[src/rtl/halfstrip_hit_counter_if.sv]
// Hit-counter bus: hit vector, window control and counter readback.
// master drives the controls, slave is the counter block.
interface halfstrip_hit_counter_if #(
   parameter int NHS   = 32,
   parameter int CNT_W = 16,
   parameter int WIN_W = 8
);
   logic [NHS-1:0]   halfstrips;
   logic             arm;
   logic [WIN_W-1:0] window_len;
   logic [4:0]       active_halfstrip;
   logic             mask_en;
   logic             clear;
   logic [4:0]       rd_adr;
   logic [CNT_W-1:0] rd_data;
   logic [CNT_W-1:0] event_cnt;
   logic [CNT_W-1:0] stray_cnt;
   logic [NHS-1:0]   last_hits;
   logic             busy;
   logic [WIN_W-1:0] first_hit_bx;

   modport master (
      output halfstrips, arm, window_len, active_halfstrip,
      output mask_en, clear, rd_adr,
      input  rd_data, event_cnt, stray_cnt, last_hits,
      input  busy, first_hit_bx
   );

   modport slave (
      input  halfstrips, arm, window_len, active_halfstrip,
      input  mask_en, clear, rd_adr,
      output rd_data, event_cnt, stray_cnt, last_hits,
      output busy, first_hit_bx
   );
endinterface

[src/rtl/halfstrip_hit_counter.sv]
// Per-half-strip pulse hit counters with stray-hit and event statistics.
// Optional HALFSTRIP_HIT_COUNTER_LATENCY_EN adds first-hit latency capture.
module halfstrip_hit_counter #(
   parameter int NHS   = 32,
   parameter int CNT_W = 16,
   parameter int WIN_W = 8
) (
   input  logic                    clock,
   input  logic                    reset,
   halfstrip_hit_counter_if.slave  bus
);

   typedef enum logic [1:0] {IDLE, OPEN, CLOSE} state_t;

   state_t           state;
   logic [WIN_W-1:0] len;
   logic [WIN_W-1:0] wcnt;
   logic [NHS-1:0]   acc;
   logic             busy_q;

   logic [CNT_W-1:0] cnt [NHS];
   logic [CNT_W-1:0] evt_q;
   logic [CNT_W-1:0] stray_q;
   logic [CNT_W-1:0] rd_q;
   logic [NHS-1:0]   last_q;

   logic [NHS-1:0]   others;
   logic             stray_hit;
   logic             closing;

   assign closing   = (state == CLOSE);
   assign others    = ~(NHS'(1) << bus.active_halfstrip);
   assign stray_hit = bus.mask_en && |(acc & others);

   // Window FSM: arm opens, len samples are ORed, one close cycle.
   always_ff @(posedge clock) begin
      if (!reset) begin
         state  <= IDLE;
         len    <= '0;
         wcnt   <= '0;
         acc    <= '0;
         busy_q <= 1'b0;
      end else if (bus.clear) begin
         state  <= IDLE;
         busy_q <= 1'b0;
      end else begin
         unique case (state)
            IDLE: begin
               if (bus.arm) begin
                  len    <= (bus.window_len == '0) ?
                            WIN_W'(1) : bus.window_len;
                  acc    <= '0;
                  wcnt   <= '0;
                  busy_q <= 1'b1;
                  state  <= OPEN;
               end
            end
            OPEN: begin
               acc  <= acc | bus.halfstrips;
               wcnt <= wcnt + 1'b1;
               if (wcnt == len - 1'b1)
                  state <= CLOSE;
            end
            CLOSE: begin
               busy_q <= 1'b0;
               state  <= IDLE;
            end
            default: state <= IDLE;
         endcase
      end
   end

   // Saturating statistics, updated once per closed window.
   always_ff @(posedge clock) begin
      if (!reset || bus.clear) begin
         for (int i = 0; i < NHS; i++)
            cnt[i] <= '0;
         evt_q   <= '0;
         stray_q <= '0;
         last_q  <= '0;
      end else if (closing) begin
         for (int i = 0; i < NHS; i++)
            if (acc[i] && cnt[i] != '1)
               cnt[i] <= cnt[i] + 1'b1;
         if (evt_q != '1)
            evt_q <= evt_q + 1'b1;
         if (stray_hit && stray_q != '1)
            stray_q <= stray_q + 1'b1;
         last_q <= acc;
      end
   end

   // Registered counter readback, one cycle latency.
   always_ff @(posedge clock) begin
      if (!reset)
         rd_q <= '0;
      else
         rd_q <= cnt[bus.rd_adr];
   end

`ifdef HALFSTRIP_HIT_COUNTER_LATENCY_EN
   logic [WIN_W-1:0] lat_q;
   logic [WIN_W-1:0] fhb_q;
   logic             lat_seen;

   // First-hit latency inside the window; all-ones when nothing hit.
   always_ff @(posedge clock) begin
      if (!reset || bus.clear) begin
         lat_q    <= '0;
         lat_seen <= 1'b0;
         fhb_q    <= '0;
      end else begin
         if (state == IDLE && bus.arm) begin
            lat_seen <= 1'b0;
         end else if (state == OPEN && !lat_seen &&
                      |bus.halfstrips) begin
            lat_q    <= wcnt;
            lat_seen <= 1'b1;
         end
         if (closing)
            fhb_q <= lat_seen ? lat_q : '1;
      end
   end

   assign bus.first_hit_bx = fhb_q;
`else
   assign bus.first_hit_bx = '0;
`endif

   assign bus.rd_data   = rd_q;
   assign bus.event_cnt = evt_q;
   assign bus.stray_cnt = stray_q;
   assign bus.last_hits = last_q;
   assign bus.busy      = busy_q;

endmodule

[src/flat_wrapper.sv]
// flat-port wrapper written by rule: the top's interface ports become plain ports
module halfstrip_hit_counter_flat 
#(
   parameter int NHS   = 32,
   parameter int CNT_W = 16,
   parameter int WIN_W = 8
)
  (clock, reset, bus_halfstrips, bus_arm, bus_window_len, bus_active_halfstrip, bus_mask_en, bus_clear, bus_rd_adr, bus_rd_data, bus_event_cnt, bus_stray_cnt, bus_last_hits, bus_busy, bus_first_hit_bx);
  halfstrip_hit_counter_if #(.NHS(NHS), .CNT_W(CNT_W), .WIN_W(WIN_W)) bus_i ();
  input  logic clock;
  input  logic reset;
  input wire logic [$bits(bus_i.halfstrips)-1:0] bus_halfstrips;
  input wire logic [$bits(bus_i.arm)-1:0] bus_arm;
  input wire logic [$bits(bus_i.window_len)-1:0] bus_window_len;
  input wire logic [$bits(bus_i.active_halfstrip)-1:0] bus_active_halfstrip;
  input wire logic [$bits(bus_i.mask_en)-1:0] bus_mask_en;
  input wire logic [$bits(bus_i.clear)-1:0] bus_clear;
  input wire logic [$bits(bus_i.rd_adr)-1:0] bus_rd_adr;
  output wire logic [$bits(bus_i.rd_data)-1:0] bus_rd_data;
  output wire logic [$bits(bus_i.event_cnt)-1:0] bus_event_cnt;
  output wire logic [$bits(bus_i.stray_cnt)-1:0] bus_stray_cnt;
  output wire logic [$bits(bus_i.last_hits)-1:0] bus_last_hits;
  output wire logic [$bits(bus_i.busy)-1:0] bus_busy;
  output wire logic [$bits(bus_i.first_hit_bx)-1:0] bus_first_hit_bx;
  assign bus_i.halfstrips = bus_halfstrips;
  assign bus_i.arm = bus_arm;
  assign bus_i.window_len = bus_window_len;
  assign bus_i.active_halfstrip = bus_active_halfstrip;
  assign bus_i.mask_en = bus_mask_en;
  assign bus_i.clear = bus_clear;
  assign bus_i.rd_adr = bus_rd_adr;
  assign bus_rd_data = bus_i.rd_data;
  assign bus_event_cnt = bus_i.event_cnt;
  assign bus_stray_cnt = bus_i.stray_cnt;
  assign bus_last_hits = bus_i.last_hits;
  assign bus_busy = bus_i.busy;
  assign bus_first_hit_bx = bus_i.first_hit_bx;
  halfstrip_hit_counter #(.NHS(NHS), .CNT_W(CNT_W), .WIN_W(WIN_W)) u_core (.clock(clock), .reset(reset), .bus(bus_i));
endmodule
[config.mk]
export PLATFORM = sky130hd
export DESIGN_NAME = halfstrip_hit_counter_flat
export DESIGN_NICKNAME = d
export VERILOG_FILES = /design/src/rtl/halfstrip_hit_counter_if.sv /design/src/rtl/halfstrip_hit_counter.sv /design/src/flat_wrapper.sv
export SDC_FILE = /design/constraint.sdc
export NUM_CORES = 1
export LEC_CHECK = 0
export BUFFER_PORTS_ARGS = -buffer_cell sky130_fd_sc_hd__buf_2
export CELL_PAD_IN_SITES_DETAIL_PLACEMENT = 1
export CELL_PAD_IN_SITES_GLOBAL_PLACEMENT = 1
export CORE_ASPECT_RATIO = 0.6
export CORE_MARGIN = 8
export CORE_UTILIZATION = 32
export CTS_CLUSTER_DIAMETER = 40
export DETAILED_ROUTE_END_ITERATION = 10
export PLACE_DENSITY_LB_ADDON = 0.1
export SYNTH_ARGS = -nofsm -noshare
export SYNTH_HDL_FRONTEND = slang
export SYNTH_SLANG_ARGS = --single-unit
export TNS_END_PERCENT = 50
[constraint.sdc]
create_clock -name clock -period 2.8 [get_ports clock]
set_input_delay 0.28 -clock clock [delete_from_list [all_inputs] [get_ports clock]]
set_output_delay 0.28 -clock clock [all_outputs]
set_load 0.01 [all_outputs]
# Word level (Yosys, flattened, before mapping)
# Memories as Yosys holds them, arrays and structs flattened. A register that Yosys moved wholly into a read port is not among the register bits.
# Index checks and enable logic that the tools add are counted.
# Widths: inputs -> output; s select.
[word_totals]
register_bits = 115
mem_bits_rw = 512
wordCells = 343
mem_count = 1
[op_classes]
add_sub_neg = 36
eq_ne = 39
shift = 1
mux = 172
bitwise = 37
reduce_logical = 49
[mem_list]
columns = ["name", "depth", "word_bits", "rd", "rd_clocked_by_memory_dff", "write_ports", "line", "text"]
rows = [
  ["u_core.cnt", 32, 16, 33, 1, 32, "halfstrip_hit_counter.sv:21", "logic [CNT_W-1:0] cnt [NHS];"],
]
[op_table]
columns = ["cell", "n"]
rows = [
  ["$add 16x1->16 const B", 34],
  ["$ne 16x16->1 const B", 34],
  ["$mux 16", 32],
  ["$mux 1", 131],
  ["$pmux 32 s2", 1],
  ["$logic_and 1x1->1", 34],
  ["$and 32x32->32", 1],
  ["$mux 32", 1],
  ["$not 32->32", 1],
  ["$or 1x1->1", 32],
  ["$or 32x32->32", 1],
  ["$reduce_or 32->1", 1],
  ["$shl 1x5->32 const A", 1],
  ["$mux 8", 2],
  ["$pmux 8 s2", 1],
  ["$add 8x1->8 const B", 1],
  ["$eq 8x8->1", 1],
  ["$logic_not 8->1", 1],
  ["$reduce_and 2->1", 4],
  ["$sub 8x1->8 const B", 1],
  ["$reduce_and 3->1", 2],
  ["$mux 2", 2],
  ["$pmux 2 s2", 1],
  ["$reduce_bool 2->1", 2],
  ["10 further kinds", 12],
]

# Depth between registers and ports, before layout
# An unclocked memory read counts as a cell.
[logic_depth]
ltp_word = 8
ltp_mapped = 10
depth_no_buf = 8

# Least setup slack after synthesis
# Ideal clock, no wire load.
[synth_timing]
path_kind = "reg-to-reg"
start = "memory u_core.cnt[12][0]"
end = "memory u_core.cnt[12][0], enable pin"
setup_time_ps = 411
t_arrival_ps = 2508
slack_ps = -119
stages_incl_launch_ff = 8
synth_period_minus_slack_ps = 2919
path_cell_list = "edfxtp_1 ha_1 nand3_1 nor2_1 and2_1 nor2b_1 and3_1 o21ai_0"
[synth_lines]
columns = ["item", "line"]
rows = [
  ["start, declared", "halfstrip_hit_counter.sv:21"],
]

==> run_results.csv <==
group,metric,value,unit
pwr,peakVddDrop,0.440,mV
placement,dp_hpwl,93.7,mm
routing,num_vias,27219,
timing,hold_violations,0,
pwr,power_leakage,14.9,nW
logic_synthesis,ys_ff_latch,643,
timing,drv_slew,0,
grt,track_usage,19.9,%
die,die_area,122000,um2
clocking,cts_buffer_depth,3,
placement,post_dp_cell_area,38300,um2
grt,grt_pass1_wl,185,mm
clocking,cts_resized,0,
clocking,clk_latency,0.71,ns
layout,fillers,11997,
setup_path,critical_path_class,"flip-flop to flip-flop",
grt,grt_pass1_vias,27650,
clocking,cts_tree,"done",
clocking,cts_hold_buf,52,
setup_path,required,3.23,ns
layout,final_layout_size_suffix_gt1_share,17.0,%
logic_synthesis,synth_edf_count,512,
timing,finalSetupViolations,0,
pwr,pwr-share-comb,7.2,%
routing,ant_nets,0,
run_status,status,"finished clean",
timing,max_slew.worst_pin.slew,0.939,ns
setup_path,worst_setup_path_start_kind,"flip-flop",
routing,drt_iter0_markers,2329,
grt,grt_remaining_overflow,0,
placement,place.gp.congestion,0.843,
placement,io_buffers,135,
placement,place_ws,0.178,ns
layout,multi_input_area,16700,um2
logic_synthesis,yosys.cell_types.count,67,
logic_synthesis,synth_flop_cell,"edfxtp_1",
setup_path,cp.arrival,2.95,ns
timing,finalSetupTns,0,ns
timing,rsz0062_at_grt,"false",
setup_path,r2r_slack,0.27,ns
timing,fin_crit_sh,90.2,%
routing,vias_per_cell,5.31,
routing,routedWlPerCell,24.0,um
layout,layout_commonest_cell,"nor2_1",
clocking,cts_buffers,106,
flow_run,cap_violations,0,
routing,first_pass_iters,4,
logic_synthesis,synth_cells,3291,
logic_synthesis,mappedNetlistArea,35500,um2
pwr,clkPwrFrac,49.9,%
logic_synthesis,avgSynthCellArea,10.8,um2
layout,fin_nets,3636,
grt,antenna_found_initial,15,
logic_synthesis,synth-seq-area-share,50.7,%
pwr,intPower,19.7,mW
clocking,cts_root_buf,"clkbuf_16",
routing,drc,0,
die,start_util,32.3,%
timing,relSlewSlack,37.4,%
die,core,110000,um2
die,rows,94,
die,io_pins,144,
layout,ff_latch_area,18000,um2
clocking,htreeDepth,3,
die,die_h,274,um
pwr,power_density,628,nW/um2
clocking,cts_setup_buffers,0,
logic_synthesis,ys.warnings.count,0,
timing,fin_crit,2.53,ns
layout,syn_to_final_growth,19.7,%
setup_path,crit_path_end_kind,"flip-flop",
clocking,clk_pin_slew_worst_paths,0.06,ns
pwr,p_seq_share,42.9,%
grt,grt_max_degree,146,
clocking,clock_sinks,643,
routing,finalWirelength,123,mm
pwr,switching_share,26.2,%
hold_path,hp-class,"input port to flip-flop",
layout,final_cell_area,42500,um2
pwr,netSwitchingPower,6.98,mW
logic_synthesis,synthArstFlopShare,0,%
setup_path,cp_max_fo,16,
layout,final_cell_mix,"nor2_1, edfxtp_1, nand2_1",
timing,fmax,396,MHz
timing,clock_skew,0.0203,ns
timing,setup_ws,0.274,ns
die,die_x,446,um
## through the flow
| step | hold slack (ns) | util [%] | instances | power, mW |
|---|---|---|---|---|
| 3_5_place_dp | 0.449 | 34.9 | 4873 | 13.5 |
| 6_report | 0.0753 | 38.7 | 5128 | 26.7 |
| 2_1_floorplan | 0.419 | - | 3298 | 12.5 |
| 3_3_place_gp | 0.442 | 34.9 | 4873 | 13.4 |
| 4_1_cts | 0.00749 | 38.7 | 5125 | 27.1 |
| 5_1_grt | 0.0309 | 38.7 | 5126 | 27.6 |
## final timing paths
path / startpoint / endpoint / depth (start not counted)
worst max register to register: u_core.cnt[31][3] / u_core.cnt[31][0] / 8
worst min register to register: u_core.bus.last_hits[26] / u_core.bus.last_hits[26] / 2
worst min-delay path: bus_clear / u_core.state[1] / 3
worst max-delay path: u_core.cnt[31][3] / u_core.cnt[31][0] / 8
## cell usage after synthesis, types with 3 or more instances
master | n | area share (%)
a41o_1 | 11 | 0.31
nor2b_1 | 21 | 0.37
nor3_1 | 24 | 0.34
buf_6 | 3 | 0.095
buf_4 | 8 | 0.17
edfxtp_1 | 512 | 43
mux4_2 | 160 | 10
o31ai_1 | 4 | 0.085
or2_2 | 17 | 0.30
nand2_1 | 300 | 3.2
nor2_1 | 640 | 6.8
or3b_2 | 3 | 0.074
and3_1 | 117 | 2.1
buf_2 | 18 | 0.25
and4_1 | 17 | 0.42
or3_1 | 54 | 0.95
clkbuf_1 | 107 | 1.1
buf_1 | 13 | 0.14
nand3_1 | 225 | 3.2
o21ai_0 | 82 | 1.2
inv_1 | 43 | 0.45
o32ai_1 | 9 | 0.22
mux2i_1 | 22 | 0.62
dfxtp_1 | 131 | 7.4
ha_1 | 36 | 1.3
nand3b_1 | 4 | 0.085
a21boi_0 | 8 | 0.17
xnor2_1 | 168 | 4.1
and2_1 | 23 | 0.41
xor2_1 | 264 | 6.5
nor4_1 | 6 | 0.11
nand2b_1 | 16 | 0.28
a21oi_1 | 121 | 1.7
nand4_1 | 61 | 1.1
## cell families (layout without fill, tap and decap cells)
kind of cell               Yosys count  count (layout)  synth area share, %
AOI/OAI and AO/OA                  254             254                 4.09
xor gates and xnor gates           432             432                 10.7
adders and majority gates           36              36                 1.27
buffers and inverters              194             533                 2.30
DFF                                643             643                 50.7
muxes                              182             182                 10.8
other                                1              11               0.0106
and+or+nand+nor                   1549            1549                 20.2
## cell type report
class / instances / area share [%]
tap: 1488 / 4.38
sequential: 643 / 42.4
clock buffer: 128 / 6.73
clock inverter: 72 / 1.74
multi-input combinational: 2461 / 39.4
inverter: 43 / 0.380
timing repair buffer: 290 / 5.02
antenna: 3 / 0.0177
## critical path, cell delays in order (launching register included)
cell and delay, ns:
edfxtp_1 0.47, nand4_1 0.22, nor2_1 0.27, nand3_1 0.18, nor3_1 0.42, buf_4 0.21, and3_1 0.16, o21ai_1 0.06
buf_4 0.23
## layer usage
layer  vias up  wire (um)  track usage, %  share of wire (%)
met1     13980      61900            30.7                 50
met5         -          0               0                  0
li1      12369          -               -                  -
met3       153       9630            5.68                7.8
met4         0       3110            5.35                2.5
met2       717      48600            26.8                 39
## power groups by stage
stage | Sequential [mW] | Combinational (mW) | Clock (mW)
after floorplan | 11.3 | 1.21 | 0
after global placement | 11.6 | 1.83 | 0
after detailed placement | 11.6 | 1.88 | 0
after CTS | 11.4 | 1.95 | 13.7
after global routing | 11.5 | 2.09 | 14.0
final | 11.5 | 1.93 | 13.3
## sequential cells by signal, indices dropped and copies added, names as in the netlist
register	cells
u_core.bus.last_hits	32
u_core.bus.busy	1
u_core.state	2
u_core.len	8
u_core.bus.stray_cnt	16
u_core.cnt	512
u_core.bus.event_cnt	16
u_core.bus.rd_data	16
u_core.wcnt	8
u_core.acc	32
(Power assumes the default switching activity.)
